`src/rtl/wb_port_arbiter.sv`:
```
// Register-file write-port arbiter: pipeline writeback vs. one held long-latency result.
// Optional anti-starvation aging is compiled in with `define WB_ARB_AGING_EN.
module wb_port_arbiter #(
  parameter int MAX_WAIT = 4,
  parameter int AGE_W    = 4
) (
  input  logic        clk,
  input  logic        rst_n,
  input  logic        pipe_valid,
  output logic        pipe_ready,
  input  logic [4:0]  pipe_rd,
  input  logic [31:0] pipe_data,
  input  logic        lu_valid,
  output logic        lu_ready,
  input  logic [4:0]  lu_rd,
  input  logic [31:0] lu_data,
  output logic        rf_we,
  output logic [4:0]  rf_waddr,
  output logic [31:0] rf_wdata,
  output logic        pend_valid,
  output logic [4:0]  pend_rd
);

  // Handshake: a transfer happens in a cycle where valid && ready; ready never depends on valid.
  logic        r_hold_valid;
  logic [4:0]  r_hold_rd;
  logic [31:0] r_hold_data;

  logic w_force;
  logic w_lu_load;
  logic w_grant_pipe;
  logic w_grant_hold;

  assign lu_ready     = !r_hold_valid;
  assign pipe_ready   = !w_force;
  assign w_lu_load    = lu_valid && !r_hold_valid;
  assign w_grant_pipe = pipe_valid && !w_force;
  assign w_grant_hold = r_hold_valid && (w_force || !pipe_valid);
  assign pend_valid   = r_hold_valid;
  assign pend_rd      = r_hold_rd;

`ifdef WB_ARB_AGING_EN
  localparam logic [AGE_W-1:0] AGE_MAX = AGE_W'(MAX_WAIT);

  logic [AGE_W-1:0] r_age;

  assign w_force = r_hold_valid && (r_age == AGE_MAX);

  // Counts cycles the held entry lost arbitration, saturating at the force threshold.
  always_ff @(posedge clk or negedge rst_n) begin
    if (!rst_n) begin
      r_age <= '0;
    end else if (w_lu_load || w_grant_hold) begin
      r_age <= '0;
    end else if (r_hold_valid && (r_age != AGE_MAX)) begin
      r_age <= r_age + AGE_W'(1);
    end
  end
`else
  logic [AGE_W-1:0] w_unused_cfg;

  assign w_force      = 1'b0;
  assign w_unused_cfg = AGE_W'(MAX_WAIT);
`endif

  always_ff @(posedge clk or negedge rst_n) begin
    if (!rst_n) begin
      r_hold_valid <= 1'b0;
      r_hold_rd    <= '0;
      r_hold_data  <= '0;
    end else if (w_grant_hold) begin
      r_hold_valid <= 1'b0;
    end else if (w_lu_load) begin
      r_hold_valid <= 1'b1;
      r_hold_rd    <= lu_rd;
      r_hold_data  <= lu_data;
    end
  end

  // Writes to x0 are consumed as grants but never raise the write enable.
  always_ff @(posedge clk or negedge rst_n) begin
    if (!rst_n) begin
      rf_we    <= 1'b0;
      rf_waddr <= '0;
      rf_wdata <= '0;
    end else if (w_grant_pipe) begin
      rf_we    <= (pipe_rd != 5'd0);
      rf_waddr <= pipe_rd;
      rf_wdata <= pipe_data;
    end else if (w_grant_hold) begin
      rf_we    <= (r_hold_rd != 5'd0);
      rf_waddr <= r_hold_rd;
      rf_wdata <= r_hold_data;
    end else begin
      rf_we    <= 1'b0;
    end
  end

endmodule
```
`config.mk`:
```
export PLATFORM = sky130hd
export DESIGN_NAME = wb_port_arbiter
export DESIGN_NICKNAME = d
export VERILOG_FILES = /design/src/rtl/wb_port_arbiter.sv
export SDC_FILE = /design/constraint.sdc
export NUM_CORES = 1
export LEC_CHECK = 0
export CORE_AREA = 2 2 90 92
export CTS_CLUSTER_DIAMETER = 80
export DETAILED_ROUTE_END_ITERATION = 12
export DIE_AREA = 0 0 92 94
export PLACE_DENSITY = 0.82
export SETUP_SLACK_MARGIN = 0.2
export SLEW_MARGIN = 20
export SYNTH_ARGS = -nofsm -noshare
export SYNTH_HDL_FRONTEND = slang
export SYNTH_SLANG_ARGS = --single-unit
```
`constraint.sdc`:
```
create_clock -name clk -period 1.6 [get_ports clk]
set_input_delay 0.24 -clock clk [delete_from_list [all_inputs] [get_ports clk]]
set_output_delay 0.24 -clock clk [all_outputs]
set_load 0.005 [all_outputs]
```
==> flow_summary.yaml <==
sta:
  rsz0062_at_grt: "true"
  fin_tns_setup_ps: 0
  setup_viol: 0
  fmax_mhz: 707
  period_share_pct: 88.4
  slew_viol_final: 0
  min_period_ps: 1410
  finalHoldViolations: 0
  skew_ps: 8.07
place:
  gp_congestion: 0.803
  hpwl_um: 5370
  place.port_buffers: 122
final_layout:
  multiInputGateArea_mm2: 0.00131
  drive_above_1_share_pct: 23.6
  antenna_cells: 0
  nets: 484
  final_util_pct: 68.3
  syn_to_final_growth_pct: 58.8
  seqCellArea_mm2: 0.00190
  fillers: 557
power:
  swShare_pct: 24.2
  vdd_drop_max_mv: 0.609
  pwr-share-seq_pct: 41.4
  p_int_w: 0.00457
  switching_power_w: 0.00146
  combPwrFrac_pct: 26.8
  p_leak_nw: 2.46
  clockPowerShare_pct: 31.8
  power_density_mw_per_mm2: 1160
logic_synthesis:
  syn_avg_cell_area_um2: 13.0
  yosysSeqAreaShare_pct: 58.1
  synthCells: 251
  ys_types: 17
  yosysWarnings: 0
  synth-seq-cells: 76
  syn_area_mm2: 0.00327
  synth_nets: 329
grt:
  grt_use_total_pct: 18.8
  grt_max_degree: 78
  antenna_found_initial: 0
  grt-ovfl-total: 0
  grt_pass1_wl_um: 12500
  grt_pass1_vias: 2557
setup_path:
  reg2reg_slack_ps: 190
  reg2regPathDepth: 5
  cp.required_ps: 1820
  critPathKind: "flip-flop to flip-flop"
  cp-endpoint: "r_hold_data[4]"
  startpoint_type: "flip-flop"
  reg2reg_to: "r_hold_data[4]"
  cp.arrival_ps: 1630
  rr_startpoint: "pend_valid"
  startpoint: "pend_valid"
  worstSetupEndpointType: "flip-flop"
  cp_max_fo: 8
clocking:
  numCtsBuffers: 9
  clk_pin_slew_ps: 70
  cts_sinks: 76
  cts_htree_levels: 3
  clk_latency_ps: 340
  ctsRootBufferMaster: "clkbuf_8"
  clk_path_buf_depth: 2
  cts_tree: "yes"
run_status:
  status: "finished clean"
floorplan:
  core_mm2: 0.00761
  dieHeight_um: 94
  core.rowCount: 32
  dieArea_mm2: 0.00865
  die_width_um: 92
  io_pins: 124
  initial_core_util_pct: 43.0
detailed_routing:
  drc: 0
  dr_total_vias: 2496
  first_iter_violations: 32
  drtAntennaViolNets: 0
  drt-total-wl_um: 8460
  via_per_inst: 4.87
  wl_per_cell_um: 16.5
  firstDrtPassIters: 4
min_path:
  hold_class: "primary input to asynchronous set/reset pin"
job:
  cap_violations: 0
==> metrics by stage <==
step / total power, W / hold slack [ps] / area (µm²) / setup WS [ps] / std cells
floorplan: 0.00319 / -55.6 / 3270 / 265 / 251
finish: 0.00603 / 355 / 5200 / 186 / 513
global route: 0.00630 / 368 / 5200 / 145 / 513
global placement: 0.00390 / 179 / 4600 / 24.5 / 465
CTS: 0.00585 / 355 / 4970 / 151 / 503
detailed placement: 0.00395 / 179 / 4600 / 8.01 / 465
==> power by group through the flow <==
stage / logic [W] / clock network, W / registers, W
after floorplan: 0.000694 / 0 / 0.00249
after CTS: 0.00144 / 0.00193 / 0.00248
after global placement: 0.00136 / 0 / 0.00253
after global routing: 0.00174 / 0.00202 / 0.00254
after detailed placement: 0.00140 / 0 / 0.00255
final: 0.00162 / 0.00192 / 0.00250
==> what timing repair did <==
action                                  CTS  global route
hold endpoints to repair                 26             0
pin swaps                                 0             3
gates resized for setup                  45            25
hold buffers                              1             0
gates cloned                              0             4
endpoints found under the setup margin   45            43
setup buffers                            21             6
==> metal layers <==
layer  wire length [µm]  track usage (%)  up-vias
met5                  0                0        -
met4                164             7.96        0
met1               3510             22.5     1228
met2               4410             32.8       80
met3                377             4.17       15
li1                   -                -     1173
==> how the worst min path moves through the flow <==
stage               startpoint           to  slack (ps)
floorplan                rst_n   pend_rd[0]         -60
global placement         rst_n  rf_wdata[4]         180
detailed placement       rst_n  rf_wdata[8]         180
CTS                      rst_n  rf_wdata[8]         350
global route             rst_n  rf_wdata[4]         370
finish                   rst_n  rf_wdata[8]         350
==> state kept, by name (all words and copies together) (netlist names) <==
name / flops
r_hold_data: 32
rf_wdata: 32
pend_rd: 5
rf_waddr: 5
pend_valid: 1
rf_we: 1
==> placed cells by master, fill, tap and decap left out, drive strengths merged <==
master / count
nand2: 37
dfrtp: 76
o21ai: 40
bufinv: 4
mux2i: 37
a21o: 1
clkdlybuf4s50: 75
dlygate4sd3: 1
mux2: 37
conb: 1
clkbuf: 16
buf: 38
nor2b: 1
or4: 2
dlygate4sd2: 44
inv: 1
==> synthesized netlist by cell type <==
library cell | n | area, µm²
o21ai_0 | 38 | 190
inv_1 | 1 | 3.75
buf_8 | 2 | 30.0
buf_2 | 2 | 10.0
conb_1 | 1 | 3.75
nand2_1 | 37 | 139
mux2_4 | 19 | 285
a21o_1 | 1 | 7.51
clkbuf_1 | 6 | 22.5
or4_1 | 2 | 15.0
nor2b_4 | 1 | 13.8
buf_6 | 2 | 22.5
mux2i_1 | 37 | 370
mux2_2 | 18 | 203
dfrtp_1 | 76 | 1900
o21ai_1 | 2 | 10.0
buf_4 | 6 | 45.0
==> cell type report <==
class                   count  share of cell area, %
well taps                 102                   2.45
clock inverters             4                   2.31
clock buffers              12                   2.79
multi-input cells         156                   25.2
inverters                   1                 0.0722
flip-flops and latches     76                   36.6
repair buffers            162                   30.6
==> critical path, stage by stage (launching register included) <==
cell and delay [ps]:
dfrtp_2 430, buf_6 130, nor2b_4 120, buf_12 150, clkbuf_16 170, mux2_4 300
==> cells by family (layout without fill, tap and decap cells) <==
kind of cell | count (synthesis) | count (layout) | synth area share (%)
flip-flops | 76 | 76 | 58.1
multiplexers | 74 | 74 | 26.2
buffers and inverters | 19 | 179 | 4.09
other | 1 | 1 | 0.115
AO/OA/AOI/OAI | 41 | 41 | 6.35
AND/OR/NAND/NOR | 40 | 40 | 5.12
(Power assumes the default switching activity.)
